**config.mk**
```make
export PLATFORM = sky130hd
export DESIGN_NAME = greater_than
export DESIGN_NICKNAME = d
export VERILOG_FILES = /design/src/rtl/greater_than.sv
export SDC_FILE = /design/constraint.sdc
export NUM_CORES = 1
export LEC_CHECK = 0
export BUFFER_PORTS_ARGS = -buffer_cell sky130_fd_sc_hd__buf_2
export CAP_MARGIN = 20
export CORE_UTILIZATION = 45
export DETAILED_ROUTE_END_ITERATION = 10
export PLACE_DENSITY = 0.74
export SLEW_MARGIN = 5
export SYNTH_ARGS = -nofsm -noshare
export SYNTH_HDL_FRONTEND = slang
export SYNTH_SLANG_ARGS = --single-unit
```
**constraint.sdc**
```tcl
create_clock -name clk -period 2.2 [get_ports clk]
set_input_delay 0.44 -clock clk [delete_from_list [all_inputs] [get_ports clk]]
set_output_delay 0.44 -clock clk [all_outputs]
set_load 0.005 [all_outputs]
```
**src/rtl/greater_than.sv**
```systemverilog
// Registered magnitude comparator: one-cycle latency A>B / A==B / A<B flags
// plus a saturating count of valid compares that found A > B.
module greater_than #(
  parameter int WIDTH      = 2,
  parameter bit SIGNED_CMP = 1'b0,
  parameter int CNT_W      = 8
) (
  input  logic             clk,
  input  logic             rst,
  input  logic             in_valid,
  input  logic [WIDTH-1:0] A,
  input  logic [WIDTH-1:0] B,
  output logic             F,
  output logic             EQ,
  output logic             LT,
  output logic             out_valid,
  output logic [CNT_W-1:0] gt_count
);

  // Handshake: in_valid qualifies A/B for exactly the cycle it is high; out_valid
  // is that strobe one cycle later. There is no ready, so results never stall.

  logic gt_w;
  logic eq_w;

  generate
    if (SIGNED_CMP) begin : g_signed
      assign gt_w = $signed(A) > $signed(B);
    end else begin : g_unsigned
      assign gt_w = A > B;
    end
  endgenerate

  assign eq_w = (A == B);

  logic             f_q,   f_d;
  logic             eq_q,  eq_d;
  logic             lt_q,  lt_d;
  logic             vld_q, vld_d;
  logic [CNT_W-1:0] cnt_q, cnt_d;

  always_comb begin
    f_d   = f_q;
    eq_d  = eq_q;
    lt_d  = lt_q;
    vld_d = in_valid;
    cnt_d = cnt_q;
    if (in_valid) begin
      f_d  = gt_w;
      eq_d = eq_w;
      lt_d = !gt_w && !eq_w;
      // Saturate rather than wrap so a long run of hits never reads as few.
      if (gt_w && (cnt_q != {CNT_W{1'b1}})) begin
        cnt_d = cnt_q + CNT_W'(1);
      end
    end
  end

  always_ff @(posedge clk) begin
    if (rst) begin
      f_q   <= 1'b0;
      eq_q  <= 1'b0;
      lt_q  <= 1'b0;
      vld_q <= 1'b0;
      cnt_q <= '0;
    end else begin
      f_q   <= f_d;
      eq_q  <= eq_d;
      lt_q  <= lt_d;
      vld_q <= vld_d;
      cnt_q <= cnt_d;
    end
  end

  assign F         = f_q;
  assign EQ        = eq_q;
  assign LT        = lt_q;
  assign out_valid = vld_q;
  assign gt_count  = cnt_q;

endmodule

```
==> results.md, run 1 <==
Route:
- The number of violations reported at the end of detailed-routing iteration 0 is 5.
- The number of iterations in the first detailed-routing pass is 4.
- Summed over all layers, the routed wires come to 1.22 mm.
- The wire length on met2 is 542 um.
- Dividing the detail-routed wire length by the instance count gives 12.1 um.
- The residual antenna-violating net count after detailed routing is 0.
- The met3 wirelength from detailed routing is 60 um.
- The residual DRC count is 0.
- The highest layer touched by signal routing is met4.
- The routed via count divided by cell count is 5.49.
- After detailed routing, the wire length on met1 is 595 um.
- Detailed routing inserted a total of 554 vias.

Setup path:
- The launching element type of the critical path is a primary input.
- The most critical setup path has its startpoint at B[1].
- The critical path class is in -> reg.
- The required time at the worst-slack endpoint is 2.36 ns.
- The type of destination of the critical path is a flip-flop.
- In this run the critical register-to-register path is launched from gt_count[3]$_SDFFE_PP0P_.
- For the worst setup path, the data arrival time is 1.86 ns.
- In this run the worst path has a maximum fanout of 5.

Floorplan:
- The floorplan has 12 rows.
- Measured along the x axis, the die boundary spans 39.0 um.
- The floorplan step set the die height to 39.0 um.
- In this run the count of I/O pins placed on the die edge is 19.
- The total area inside the core boundary comes to 1190 um^2.
- The overall die area is 1520 um^2.
- The effective utilization at floorplan is 0.518.

Synthesis:
- The synthesized design contains 12 register bits.
- The synthesis warning total is 0.
- The number of nets in the synthesized netlist is 78.
- Synthesis produced a netlist whose cell count is 68.
- For this run, the register share of the synthesized area comes to 0.391.
- The netlist area before placement is 614 um^2.
- The number of different library cells used by synthesis comes to 29.
- Dividing the synthesized area by the synthesized cell count gives 9.03 um^2.

Clock network:
- In this run, post-CTS hold repair placed 0 buffers.
- The root buffer cell is sky130_fd_sc_hd__clkbuf_4.
- The later pin in the worst-skew pair is clocked with a latency of 0.27 ns.
- The total clock buffers created by CTS is 3.
- The number of setup buffers added after CTS is 0.
- In this run, post-CTS repair resized a total of 0 instances.
- After clock tree synthesis, the clock-pin slew on the worst setup and hold paths is 0.06 ns.
- Counting every sink on the clock net gives 12.
- TritonCTS built the clock tree.
- The total number of H-tree levels is 1.
- The maximum root-to-sink buffer count is 2.

Cells and area:
- The commonest non-fill, non-tap cell in the layout is sky130_fd_sc_hd__buf_2.
- The count of cells in the finished layout, fillers not included, comes to 101.
- The layout net count is 99.
- The repair_antennas step left the layout with diodes totalling 0.
- Relative to the synthesized area, the layout overhead comes to 19.8%.
- Of the cells placed in the final design, the portion with a size suffix greater than 1 is 0.299.
- In the layout the commonest cells are sky130_fd_sc_hd__buf_2 (18), sky130_fd_sc_hd__dfxtp_1 (12), sky130_fd_sc_hd__a21oi_1 (7), sky130_fd_sc_hd__nand2b_1 (5).

STA:
- After layout, the minimum clock period comes to 1.70 ns.
- Of the available clock period, the critical path in the final layout requires 0.773.
- The headroom to the max-slew limit is 0.750.
- The final worst clock skew is 0.00451 ns.
- The final setup violation count is 0.
- At the pin with the least slew margin, the transition time is 0.374 ns.
- The aggregate negative setup slack is 0 ns.
- The number of failing hold endpoints at the final stage is 0.
- The final number of max-transition violations is 0.
- Setup repair after global routing left no endpoint under its margin.
- The maximum achievable frequency is 0.588 GHz.

GRT:
- The number of antenna violations at the first check in global routing is 0.
- Summed over all layers, the global routing overflow is 0.
- The first global-routing pass estimated 1.97 mm of wire.
- Entering global routing, the biggest net connects 15 pins.
- Across every metal layer, demand over resource in global routing totals 0.202.
- The via count of the first global-routing pass was 478.

Power:
- IR analysis of the VDD net gives a maximum drop of 0.306 mV.
- Power spread over the standard cell area amounts to 556 nW/um^2.
- The static leakage power is 0.349 nW.

Placement:
- The number of cells after detailed placement is 98.
- Port buffering added 18 buffers.
- The last weighted congestion value of the routability-driven placer is 0.752.
- Detailed placement finished with a half-perimeter wire length of 918 um.

Min path:
- The worst min-delay path class is reg -> reg.
- The launch instance of the worst min-delay path is EQ$_SDFFE_PP0P_.

Flow run:
- The tool flagged a number of max-cap violations equal to 0.

Outcome:
- The run finished with clean final reports.
-- power breakdown --
group	leakage, nW	switching (mW)	internal (mW)
clock network	0.0138	0.0615	0.0632
registers	0.0976	0.00477	0.225
logic	0.237	0.0277	0.0267
-- area by class of cell --
class	count	area, um^2
Clock buffer	3	22.5
Fill cell	116	450
Inverter	2	7.51
Multi-Input combinational cell	52	358
Sequential cell	12	240
Tap cell	14	17.5
Timing Repair Buffer	18	90.1
-- path summary, 6_finish.rpt --
kind | depth (start not counted) | slack (ns) | end
max | 7 | 0.50 | gt_count[0]$_SDFFE_PP0P_
min | 2 | 0.47 | EQ$_SDFFE_PP0P_
max reg2reg | 4 | 0.74 | gt_count[0]$_SDFFE_PP0P_
min reg2reg | 2 | 0.47 | EQ$_SDFFE_PP0P_
-- Yosys cell counts --
cell type,number,area share
sky130_fd_sc_hd__a21bo_2,1,0.016
sky130_fd_sc_hd__a21oi_1,7,0.057
sky130_fd_sc_hd__a31oi_1,4,0.041
sky130_fd_sc_hd__and2_4,1,0.014
sky130_fd_sc_hd__and2b_1,1,0.012
sky130_fd_sc_hd__and3_1,1,0.010
sky130_fd_sc_hd__and4_1,1,0.014
sky130_fd_sc_hd__and4_4,1,0.018
sky130_fd_sc_hd__and4b_2,1,0.018
sky130_fd_sc_hd__buf_2,1,0.0081
sky130_fd_sc_hd__clkbuf_1,1,0.0061
sky130_fd_sc_hd__dfxtp_1,12,0.39
sky130_fd_sc_hd__ha_1,3,0.061
sky130_fd_sc_hd__inv_1,2,0.012
sky130_fd_sc_hd__mux2_2,1,0.018
sky130_fd_sc_hd__mux2i_1,2,0.033
sky130_fd_sc_hd__nand2_1,4,0.024
sky130_fd_sc_hd__nand2b_1,5,0.051
sky130_fd_sc_hd__nand3_1,2,0.016
sky130_fd_sc_hd__nand3b_1,1,0.012
sky130_fd_sc_hd__nor2_1,3,0.018
sky130_fd_sc_hd__nor2b_1,3,0.031
sky130_fd_sc_hd__nor3_1,4,0.033
sky130_fd_sc_hd__o2111a_1,1,0.018
sky130_fd_sc_hd__o211a_1,1,0.016
sky130_fd_sc_hd__o211ai_1,1,0.012
sky130_fd_sc_hd__o21bai_1,1,0.012
sky130_fd_sc_hd__o31ai_1,1,0.012
sky130_fd_sc_hd__or4_1,1,0.012
-- sequential cells by signal, summed over array words and instances, names as in the netlist --
name,count
EQ,1
out_valid,1
F,1
gt_count,8
LT,1
-- stage by stage --
stage	setup WS, ns	utilization	area (um^2)	hold WS (ns)	total power [mW]
3_5_place_dp	0.217	0.601	713	0.466	0.289
6_report	0.500	0.620	736	0.472	0.409
4_1_cts	0.502	0.620	736	0.476	0.415
3_3_place_gp	0.283	0.601	713	0.458	0.286
2_1_floorplan	0.429	-	614	0.466	0.270
5_1_grt	0.382	0.620	736	0.492	0.435
-- critical path: stages --
cell                       delay, ns
sky130_fd_sc_hd__buf_2          0.07
sky130_fd_sc_hd__inv_1          0.03
sky130_fd_sc_hd__ha_1           0.32
sky130_fd_sc_hd__and2b_1        0.18
sky130_fd_sc_hd__o211ai_1       0.17
sky130_fd_sc_hd__a31oi_1        0.29
sky130_fd_sc_hd__mux2_2         0.37
-- logic make-up (layout without fill, tap and decap cells) --
logic type	count (synthesis)	in the layout	share of synthesized area
AO/OA/AOI/OAI	17	17	0.185
adder cells (fa/ha/maj)	3	3	0.0611
flip-flops	12	12	0.391
multiplexers	3	3	0.0509
AND/OR/NAND/NOR	29	29	0.285
buffers and inverters	4	23	0.0265
-- metal layers --
layer	global-route usage	vias up
met2	0.313	16
met4	0.103	0
met1	0.223	243
met3	0.104	5
met5	0	-
li1	-	290
Note: power is estimated with default switching activity, not from simulation.
==> run 2: changes to the inputs <==
==> constraint.sdc (replaced) <==
create_clock -name clk -period 1.6 [get_ports clk]
set_input_delay 0.32 -clock clk [delete_from_list [all_inputs] [get_ports clk]]
set_output_delay 0.32 -clock clk [all_outputs]
set_load 0.005 [all_outputs]
==> results.md, run 2 (same netlist as run 1, synthesis figures left out) <==
Power:
- Across the VDD grid, the largest voltage drop is 0.479 mV.
- In this run the power density over the cells is 732 nW/um^2.
- The total power after layout is 0.598 mW.
- Summed over all cells, the static leakage comes to 0.378 nW.

GRT:
- The via count of the first global-routing pass is 518.
- The number of antenna violations at the first check in global routing is 0.
- Entering global routing, the biggest net connects 15 pins.
- The wire length of the first global-routing pass is 2.24 mm.
- The total routing usage reported by global routing is 0.225.
- The sum of overflow across all layers after global routing is 0.

Setup path:
- Along the worst path, the maximum fanout reaches 4.
- The worst register-to-register path has a depth of 4.
- At the worst endpoint, the arrival time is 1.77 ns.
- By startpoint and endpoint, the worst setup path is classified as in -> reg.
- The type of destination of the critical path is a flip-flop.
- The launching element type of the critical path is a primary input.
- The required time at the worst-slack endpoint is 1.81 ns.

Floorplan:
- The effective utilization at floorplan is 0.518.
- 19 I/O pins were placed.
- The die outline height is 39.0 um.
- The area of the core region is 1190 um^2.
- The overall die area is 1520 um^2.
- The width of the die is 39.0 um.
- The cell row count is 12.

Cells and area:
- The count of placed standard cells in the final layout, fillers left out is 107.
- The top cell types in the final layout, fill and taps aside, are sky130_fd_sc_hd__buf_2 (18), sky130_fd_sc_hd__dfxtp_1 (12), sky130_fd_sc_hd__a21oi_1 (7), sky130_fd_sc_hd__buf_4 (6), sky130_fd_sc_hd__nand2b_1 (5).
- The register with the most flip-flops in the layout has 8 of them.
- The antenna diode count is 0.
- From synthesis to final layout, the design area changed by 32.8%.
- The library cell used most frequently in the layout, excluding fill and tap cells, is sky130_fd_sc_hd__buf_2.
- Of the cells placed in the final design, the portion with a size suffix greater than 1 is 0.398.
- The layout net count is 105.
- After routing the design area is 816 um^2.
- The final core utilization is 0.688.
- Fill cells in the final layout number 109.

Placement:
- The half-perimeter wire length of the detailed placement result is 923 um.
- The last weighted congestion value of the routability-driven placer is 0.757.
- The post-placement cell area is 786 um^2.
- At the placement stage, the worst setup path has a slack of -0.235 ns.
- The quantity of I/O buffers inserted on ports is 18.
- In this run, placement finished with an instance count of 104.

Route:
- After detailed routing, the average wire length per cell comes to 12.7 um.
- The detail route stage leaves a number of antenna-violating nets equal to 0.
- In the routed design, unresolved DRC markers number 0.
- The routed via count divided by cell count is 5.58.
- The final wirelength is 1.36 mm.
- The final route contains 597 vias.
- The first TritonRoute pass finished after 4 iterations.
- The number of violations reported at the end of detailed-routing iteration 0 is 16.

Clock network:
- After clock tree synthesis, the clock-pin slew on the worst setup and hold paths is 0.07 ns.
- The clock latency of the later-clocked register in the worst-skew pair is 0.27 ns.
- The TritonCTS clock tree is built.
- The number of cells upsized or downsized after cts is 0.
- CTS placed an instance of sky130_fd_sc_hd__clkbuf_4 at the clock tree root.
- After clock tree synthesis, the flow added hold-fix buffers numbering 0.
- The number of clock sinks is 12.
- Post-CTS timing repair inserted 0 buffers for setup.
- Buffers inserted during clock tree synthesis total 3.
- The maximum root-to-sink buffer count is 2.
- The total number of H-tree levels is 1.

Outcome:
- The run finished with clean final reports.

Min path:
- The number of cells traversed by the worst hold path is 2.
- The worst min-delay path class is in -> reg.

STA:
- Setup slack on the critical path of the routed design comes to 0.0395 ns.
- The number of failing hold endpoints at the final stage is 0.
- Setup violations remaining at the end of the flow were counted as 0.
- The headroom to the max-slew limit is 0.755.
- The ratio of final minimum period to clock period is 0.975.
- The final critical path time including I/O delays and setup is 1.56 ns.
- The maximum achievable frequency is 0.641 GHz.
- The final number of max-transition violations is 0.
- The final worst clock skew is 0.00637 ns.
- The worst-margin pin slew is 0.366 ns.

Flow run:
- Max-cap violations in this run came to 0.
==> run 2: cell count changes in the layout (fill, tap and decap cells not counted), sizes merged <==
cell  change
buf       +6
==> run 2: routing by layer <==
| layer | vias up | track usage | wire (um) |
|---|---|---|---|
| met5 | - | 0 | 0 |
| met4 | 0 | 0.155 | 10 |
| met3 | 2 | 0.0347 | 64 |
| met2 | 19 | 0.363 | 650 |
| met1 | 270 | 0.269 | 639 |
| li1 | 306 | - | - |
==> run 2: final cells by class <==
cell class                 count  area [um^2]  area share
clock buffer                   3         22.5      0.0276
inverter                       2         20.0      0.0245
multi-input combinational     52          380       0.466
sequential                    12          240       0.294
tap                           14         17.5      0.0215
timing repair buffer          24          135       0.166
==> run 2: per-stage QoR <==
stage,hold WS [ns],setup TNS [ns]
3_3_place_gp,0.455,-0.556
5_1_grt,0.377,-0.0396
4_1_cts,0.369,0
6_report,0.380,0
3_5_place_dp,0.458,-0.811
2_1_floorplan,0.466,-0.00247
==> run 2: report_power, final <==
part / leakage [nW] / switching [mW] / internal [mW]
clock network: 0.0138 / 0.0930 / 0.0869
registers: 0.0976 / 0.00623 / 0.309
logic: 0.267 / 0.0464 / 0.0561
total: 0.378 / 0.146 / 0.452
==> run 2: worst max-delay path, stage by stage <==
cell and delay [ns]:
sky130_fd_sc_hd__buf_2 0.16, sky130_fd_sc_hd__inv_12 0.03, sky130_fd_sc_hd__ha_4 0.26, sky130_fd_sc_hd__and2b_2 0.16, sky130_fd_sc_hd__o211ai_1 0.16, sky130_fd_sc_hd__or4_1 0.52
sky130_fd_sc_hd__a21oi_1 0.15
==> run 2: worst paths after layout <==
path              slack (ns)                        to                      from
setup / recovery        0.04  gt_count[4]$_SDFFE_PP0P_                      B[1]
hold / removal          0.38           LT$_SDFFE_PP0P_                       rst
setup reg to reg        0.11  gt_count[4]$_SDFFE_PP0P_  gt_count[0]$_SDFFE_PP0P_
hold reg to reg         0.47           EQ$_SDFFE_PP0P_           EQ$_SDFFE_PP0P_
